**src/rtl/pc_redirect_ctrl.sv**
```systemverilog
// ---------------------------------------------------------------------------
// pc_redirect_ctrl
//
// Fetch-side program-counter unit. Owns the PC register and resolves the
// EX-stage control transfer (conditional branch, JAL, JALR):
//   - computes the transfer target and redirects fetch when it is taken,
//   - requests bubbles in IF/ID and ID/EX for any taken transfer,
//   - traps to TRAP_VEC when a taken target is not 4-byte aligned,
//   - tracks whether the synchronous instruction memory is returning an
//     instruction from the current stream (WAIT / REFILL / RUN),
//   - keeps saturating counters of resolved and taken conditional branches.
//
// Ports
//   clk            in   clock, all state updates on the rising edge
//   rst            in   synchronous active-high reset
//   stall_i        in   hazard stall; holds PC and fetch state
//   ex_valid       in   EX stage holds a valid instruction
//   ex_is_branch   in   EX instruction is a conditional branch
//   ex_is_jal      in   EX instruction is JAL
//   ex_is_jalr     in   EX instruction is JALR
//   br_taken       in   comparator result for the EX branch
//   ex_pc          in   PC of the EX instruction
//   ex_imm         in   sign-extended immediate
//   ex_rs1         in   rs1 operand (JALR base)
//   pc_o           out  current fetch PC
//   pc_plus4_o     out  pc_o + 4 (wraps)
//   fetch_valid_o  out  returned instruction belongs to the current stream
//   redirect_o     out  taken, aligned control transfer this cycle
//   target_o       out  computed transfer target
//   flush_if_id    out  bubble request for IF/ID
//   flush_id_ex    out  bubble request for ID/EX
//   trap_o         out  one-cycle misaligned-target pulse (registered)
//   branch_cnt     out  conditional branches resolved (saturating)
//   taken_cnt      out  conditional branches taken (saturating)
// ---------------------------------------------------------------------------
module pc_redirect_ctrl #(
  parameter logic [31:0] RESET_PC = 32'h0000_0000,
  parameter logic [31:0] TRAP_VEC = 32'h0000_0100,
  parameter int          CNT_W    = 16
) (
  input  logic             clk,
  input  logic             rst,
  input  logic             stall_i,
  input  logic             ex_valid,
  input  logic             ex_is_branch,
  input  logic             ex_is_jal,
  input  logic             ex_is_jalr,
  input  logic             br_taken,
  input  logic [31:0]      ex_pc,
  input  logic [31:0]      ex_imm,
  input  logic [31:0]      ex_rs1,
  output logic [31:0]      pc_o,
  output logic [31:0]      pc_plus4_o,
  output logic             fetch_valid_o,
  output logic             redirect_o,
  output logic [31:0]      target_o,
  output logic             flush_if_id,
  output logic             flush_id_ex,
  output logic             trap_o,
  output logic [CNT_W-1:0] branch_cnt,
  output logic [CNT_W-1:0] taken_cnt
);

  // Fetch stream state. WAIT: first fetch after reset is in flight.
  // REFILL: first fetch after a redirect/trap is in flight. RUN: steady.
  localparam logic [1:0] ST_WAIT   = 2'd0;
  localparam logic [1:0] ST_REFILL = 2'd1;
  localparam logic [1:0] ST_RUN    = 2'd2;

  logic [31:0]      r_pc;
  logic [1:0]       r_state;
  logic             r_trap;
  logic [CNT_W-1:0] r_branch_cnt;
  logic [CNT_W-1:0] r_taken_cnt;

  logic [31:0]      w_target;
  logic             w_take;
  logic             w_misalign;
  logic             w_redirect;
  logic             w_count_br;

  // JALR wins when decode flags overlap; its target has bit 0 forced low.
  // NOTE: every combinational output gets a value on every path, so no
  // latch is inferred.
  always_comb begin
    w_target = ex_pc + ex_imm;
    if (ex_is_jalr) begin
      w_target = (ex_rs1 + ex_imm) & ~32'h1;
    end
  end

  assign w_take     = ex_valid & ((ex_is_branch & br_taken) | ex_is_jal | ex_is_jalr);
  // Without compressed instructions any target with bit 1 set is misaligned.
  assign w_misalign = w_take & w_target[1];
  assign w_redirect = w_take & ~w_misalign;
  // Branch statistics only advance when the EX instruction actually retires
  // from EX this cycle, i.e. not while stalled.
  assign w_count_br = ex_valid & ex_is_branch & ~stall_i;

  // Priority: rst > misalign > redirect > stall > sequential increment.
  // A stall never blocks a taken transfer: the wrong-path fetch must die.
  // NOTE: sequential state uses non-blocking assignments so every register
  // samples the pre-edge values regardless of statement order.
  always_ff @(posedge clk) begin
    if (rst) begin
      r_pc         <= RESET_PC;
      r_state      <= ST_WAIT;
      r_trap       <= 1'b0;
      r_branch_cnt <= '0;
      r_taken_cnt  <= '0;
    end else begin
      r_trap <= w_misalign;

      if (w_misalign) begin
        r_pc    <= TRAP_VEC;
        r_state <= ST_REFILL;
      end else if (w_redirect) begin
        r_pc    <= w_target;
        r_state <= ST_REFILL;
      end else if (!stall_i) begin
        r_pc    <= r_pc + 32'd4;
        r_state <= ST_RUN;
      end

      if (w_count_br && (r_branch_cnt != '1)) begin
        r_branch_cnt <= r_branch_cnt + CNT_W'(1);
      end
      if (w_count_br && br_taken && (r_taken_cnt != '1)) begin
        r_taken_cnt <= r_taken_cnt + CNT_W'(1);
      end
    end
  end

  assign pc_o          = r_pc;
  assign pc_plus4_o    = r_pc + 32'd4;
  assign fetch_valid_o = (r_state == ST_RUN);
  assign redirect_o    = w_redirect;
  assign target_o      = w_target;
  assign flush_if_id   = w_take;
  assign flush_id_ex   = w_take;
  assign trap_o        = r_trap;
  assign branch_cnt    = r_branch_cnt;
  assign taken_cnt     = r_taken_cnt;

endmodule

```
**config.mk**
```make
export PLATFORM = sky130hd
export DESIGN_NAME = pc_redirect_ctrl
export DESIGN_NICKNAME = d
export VERILOG_FILES = /design/src/rtl/pc_redirect_ctrl.sv
export SDC_FILE = /design/constraint.sdc
export NUM_CORES = 1
export LEC_CHECK = 0
export CAP_MARGIN = 20
export CORE_MARGIN = 4
export CORE_UTILIZATION = 51
export DETAILED_ROUTE_END_ITERATION = 10
export GPL_TIMING_DRIVEN = 0
export PLACE_DENSITY = 0.86
export SLEW_MARGIN = 10
export SYNTH_ARGS = -nofsm -noshare
export SYNTH_HDL_FRONTEND = slang
export SYNTH_SLANG_ARGS = --single-unit
```
**constraint.sdc**
```tcl
create_clock -name clk -period 7.3 [get_ports clk]
set_input_delay 0.73 -clock clk [delete_from_list [all_inputs] [get_ports clk]]
set_output_delay 0.73 -clock clk [all_outputs]
set_load 0.01 [all_outputs]
```
==> results.py <==
metrics = {
    "status": {
        "status": "finished, final reports clean",
    },
    "sta": {
        "min_period_ns": 5.40,
        "finalSetupTns_ns": 0,
        "fmax_mhz": 185,
        "finalClockSkew_ns": 0.00500,
        "slew_violations": 0,
        "fin_crit_sh": 0.740,
        "hold_viol_final": 0,
        "worst_pin_slew_ns": 0.738,
        "rsz0062_at_grt": "no",
        "relSlewSlack": 0.507,
        "setup_viol": 0,
    },
    "power": {
        "ir_drop_mv": 0.0928,
        "clkPwrFrac": 0.295,
        "pwr-share-comb": 0.449,
        "total_power_mw": 1.62,
        "p_sw_mw": 0.566,
        "p_int_mw": 1.05,
        "p_leak_nw": 3.90,
        "p_sw_frac": 0.350,
        "seq_power_share": 0.256,
        "power_density_nw_per_um2": 162,
    },
    "yosys": {
        "avgSynthCellArea_um2": 7.49,
        "ys_warn_count": 0,
        "ys_seq_area_frac": 0.190,
        "synth_nets": 1115,
        "synth_common_cells": "nor2_1 (102), nand2_1 (94), xnor2_1 (79)",
        "synth_cells": 945,
        "synth_seq_cells": 67,
        "ys.flop_type": "dfxtp_1",
        "synth.top_cells.by_area": "dfxtp_1 (19%), ha_1 (11%), xnor2_1 (9.8%)",
        "ys_async_sr_fraction": 0,
        "yosysMostFrequentCell": "nor2_1",
        "synth_edf_count": 0,
        "synth_cell_types": 67,
        "synth.top_cell.area_share": 0.190,
        "yosysTopAreaCell": "dfxtp_1",
        "synth_area_um2": 7080,
    },
    "place": {
        "dp_hpwl_um": 19800,
        "place.gp.congestion": 0.957,
        "numPortBuffers": 235,
    },
    "worst_setup_path": {
        "crit_chain": "clkdlybuf4s50_1 -> inv_1 -> fa_1 -> nor2b_1 -> o31ai_1 -> a2111oi_2 -> o2111ai_1 -> a21oi_1 -> nand2b_1 -> a21oi_1 -> xor2_1 -> mux2i_1 -> clkdlybuf4s50_1",
        "cp_max_fo": 4,
        "crit_slowest_cell": "a2111oi_2",
        "required_ns": 6.57,
        "r2r_slack_ns": 4.09,
        "max_stage_delay_ns": 0.65,
        "end_kind": "output pin",
        "setup.worst_path.class": "in2out",
        "crit_path_start_kind": "input pin",
        "crit_arrival_ns": 4.67,
    },
    "final_layout": {
        "final-seq-area_um2": 1340,
        "finish.utilization": 0.745,
        "multi_input_area_um2": 5470,
        "layout-drive-gt1-share": 0.0343,
        "antenna_cells": 0,
        "fillCellCount": 1050,
        "nets": 1361,
        "area_delta_synth_final_pct": 41.0,
    },
    "floorplan": {
        "die_y_um": 126,
        "start_util": 0.528,
        "core_um2": 13400,
        "fp.dieW_um": 126,
        "io_pins": 237,
        "num_rows": 42,
        "dieArea_um2": 15800,
    },
    "job": {
        "drv_cap": 0,
    },
    "grt": {
        "grt_pass1_wl_um": 38600,
        "grt_max_degree": 12,
        "antenna_found_initial": 0,
        "grtUsageTotal": 0.294,
        "grt_pass1_vias": 7724,
        "overflow": 0,
    },
    "detailed_routing": {
        "wl_um": 24600,
        "wire_per_inst_um": 17.9,
        "dr_total_vias": 8116,
        "drc": 0,
        "dr.first_iter.drc_count": 486,
        "viasPerCell": 5.92,
        "ant_nets": 0,
        "drtPass1Iterations": 5,
    },
    "clock_tree": {
        "cts_inserted_buffers": 9,
        "clk_pin_slew_worst_paths_ns": 0.06,
        "cts_buffer_depth": 2,
        "cts.sinks": 67,
        "tritoncts": "done",
        "cts.repair.resized": 0,
        "clk_latency_ns": 0.34,
        "post_cts_buffers": 0,
        "root_buffer": "clkbuf_16",
        "cts_hold_buf": 0,
        "htreeDepth": 3,
    },
    "hold_path": {
        "hold_path.class": "reg2reg",
    },
}
-- worst max-delay path: cells and delay by family --
kind	cells	cell delay (ns)
AOI/OAI and AO/OA	5	1.39
buffers and inverters	3	1.24
adders and majority gates	1	0.47
muxes	1	0.38
and+or+nand+nor	2	0.31
xor gates and xnor gates	1	0.15
-- layout by cell type (no fill, tap or decap), types with 5 or more instances in the layout --
master           instances
nor3b_1                  5
buf_1                    7
a21o_1                  25
clkbuf_16                9
inv_1                   28
and3_1                  13
mux2i_1                  8
o211ai_1                 5
o21ai_0                 34
clkbuf_1                27
or3_1                   11
nor3_1                  14
a211oi_1                21
nor2_1                 102
a31oi_1                 12
o21a_1                  15
mux2_2                   5
o31ai_1                 10
a21oi_1                 76
nand3_1                 31
nand2_1                 94
nand2b_1                13
nor2b_1                 10
and2_1                   7
nand4_1                 22
xor2_1                  50
o21bai_1                12
nor4_1                   5
and4_1                   5
dfxtp_1                 67
o21ai_1                 13
xnor2_1                 79
ha_1                    64
clkdlybuf4s50_1        235
-- flip-flops by register name (all words and copies together), names as in the netlist, named ones only --
register    flops
pc_o           30
branch_cnt     16
taken_cnt      16
r_state         2
trap_o          1
-- through the flow --
stage / instance area, um2 / cells / setup WS [ns] / hold slack [ns]
after detailed placement: 9650 / 1356 / 2.01 / 0.455
final: 9980 / 1372 / 1.90 / 0.461
after floorplan: 7080 / 945 / 3.53 / 0.437
after global routing: 9980 / 1372 / 1.61 / 0.490
after CTS: 9980 / 1372 / 1.98 / 0.463
after global placement: 9650 / 1356 / 1.98 / 0.443
-- area by class of cell --
cell class / count / area share
plain buffers: 38 / 0.0157
well taps: 176 / 0.0221
clock buffers: 12 / 0.0257
inverters: 29 / 0.0109
flip-flops and latches: 67 / 0.134
multi-input cells: 811 / 0.548
repair buffers: 235 / 0.236
clock inverters: 4 / 0.00727
-- final timing paths --
kind              start           end  depth (start not counted)
max reg2reg     pc_o[2]      pc_o[28]                         11
min reg2reg  r_state[0]    r_state[0]                          2
max           ex_imm[1]  target_o[20]                         13
min          r_state[0]    r_state[0]                          2
-- per-layer routing --
layer,global-route usage,part of all wire,up-vias
li1,-,-,3880
met1,0.374,0.42,3759
met2,0.488,0.46,409
met3,0.0508,0.082,68
met4,0.131,0.040,0
met5,0,0,-
-- kinds of logic (layout without fill, tap and decap cells) --
group,count (synthesis),after routing,share of synthesized area
and+or+nand+nor,344,344,0.234
adders and majority gates,66,66,0.119
DFF,67,67,0.190
xor gates and xnor gates,129,129,0.160
AOI/OAI and AO/OA,259,259,0.241
muxes,13,13,0.0193
buffers and inverters,67,318,0.0375
-- power groups by stage --
| stage | combinational [mW] | sequential, mW | clock [mW] |
|---|---|---|---|
| 3_3_place_gp | 0.705 | 0.420 | 0 |
| 5_1_grt | 0.779 | 0.416 | 0.496 |
| 2_1_floorplan | 0.387 | 0.423 | 0 |
| 6_report | 0.727 | 0.414 | 0.477 |
| 3_5_place_dp | 0.709 | 0.420 | 0 |
| 4_1_cts | 0.716 | 0.413 | 0.481 |
Note: power is estimated with default switching activity, not from simulation.
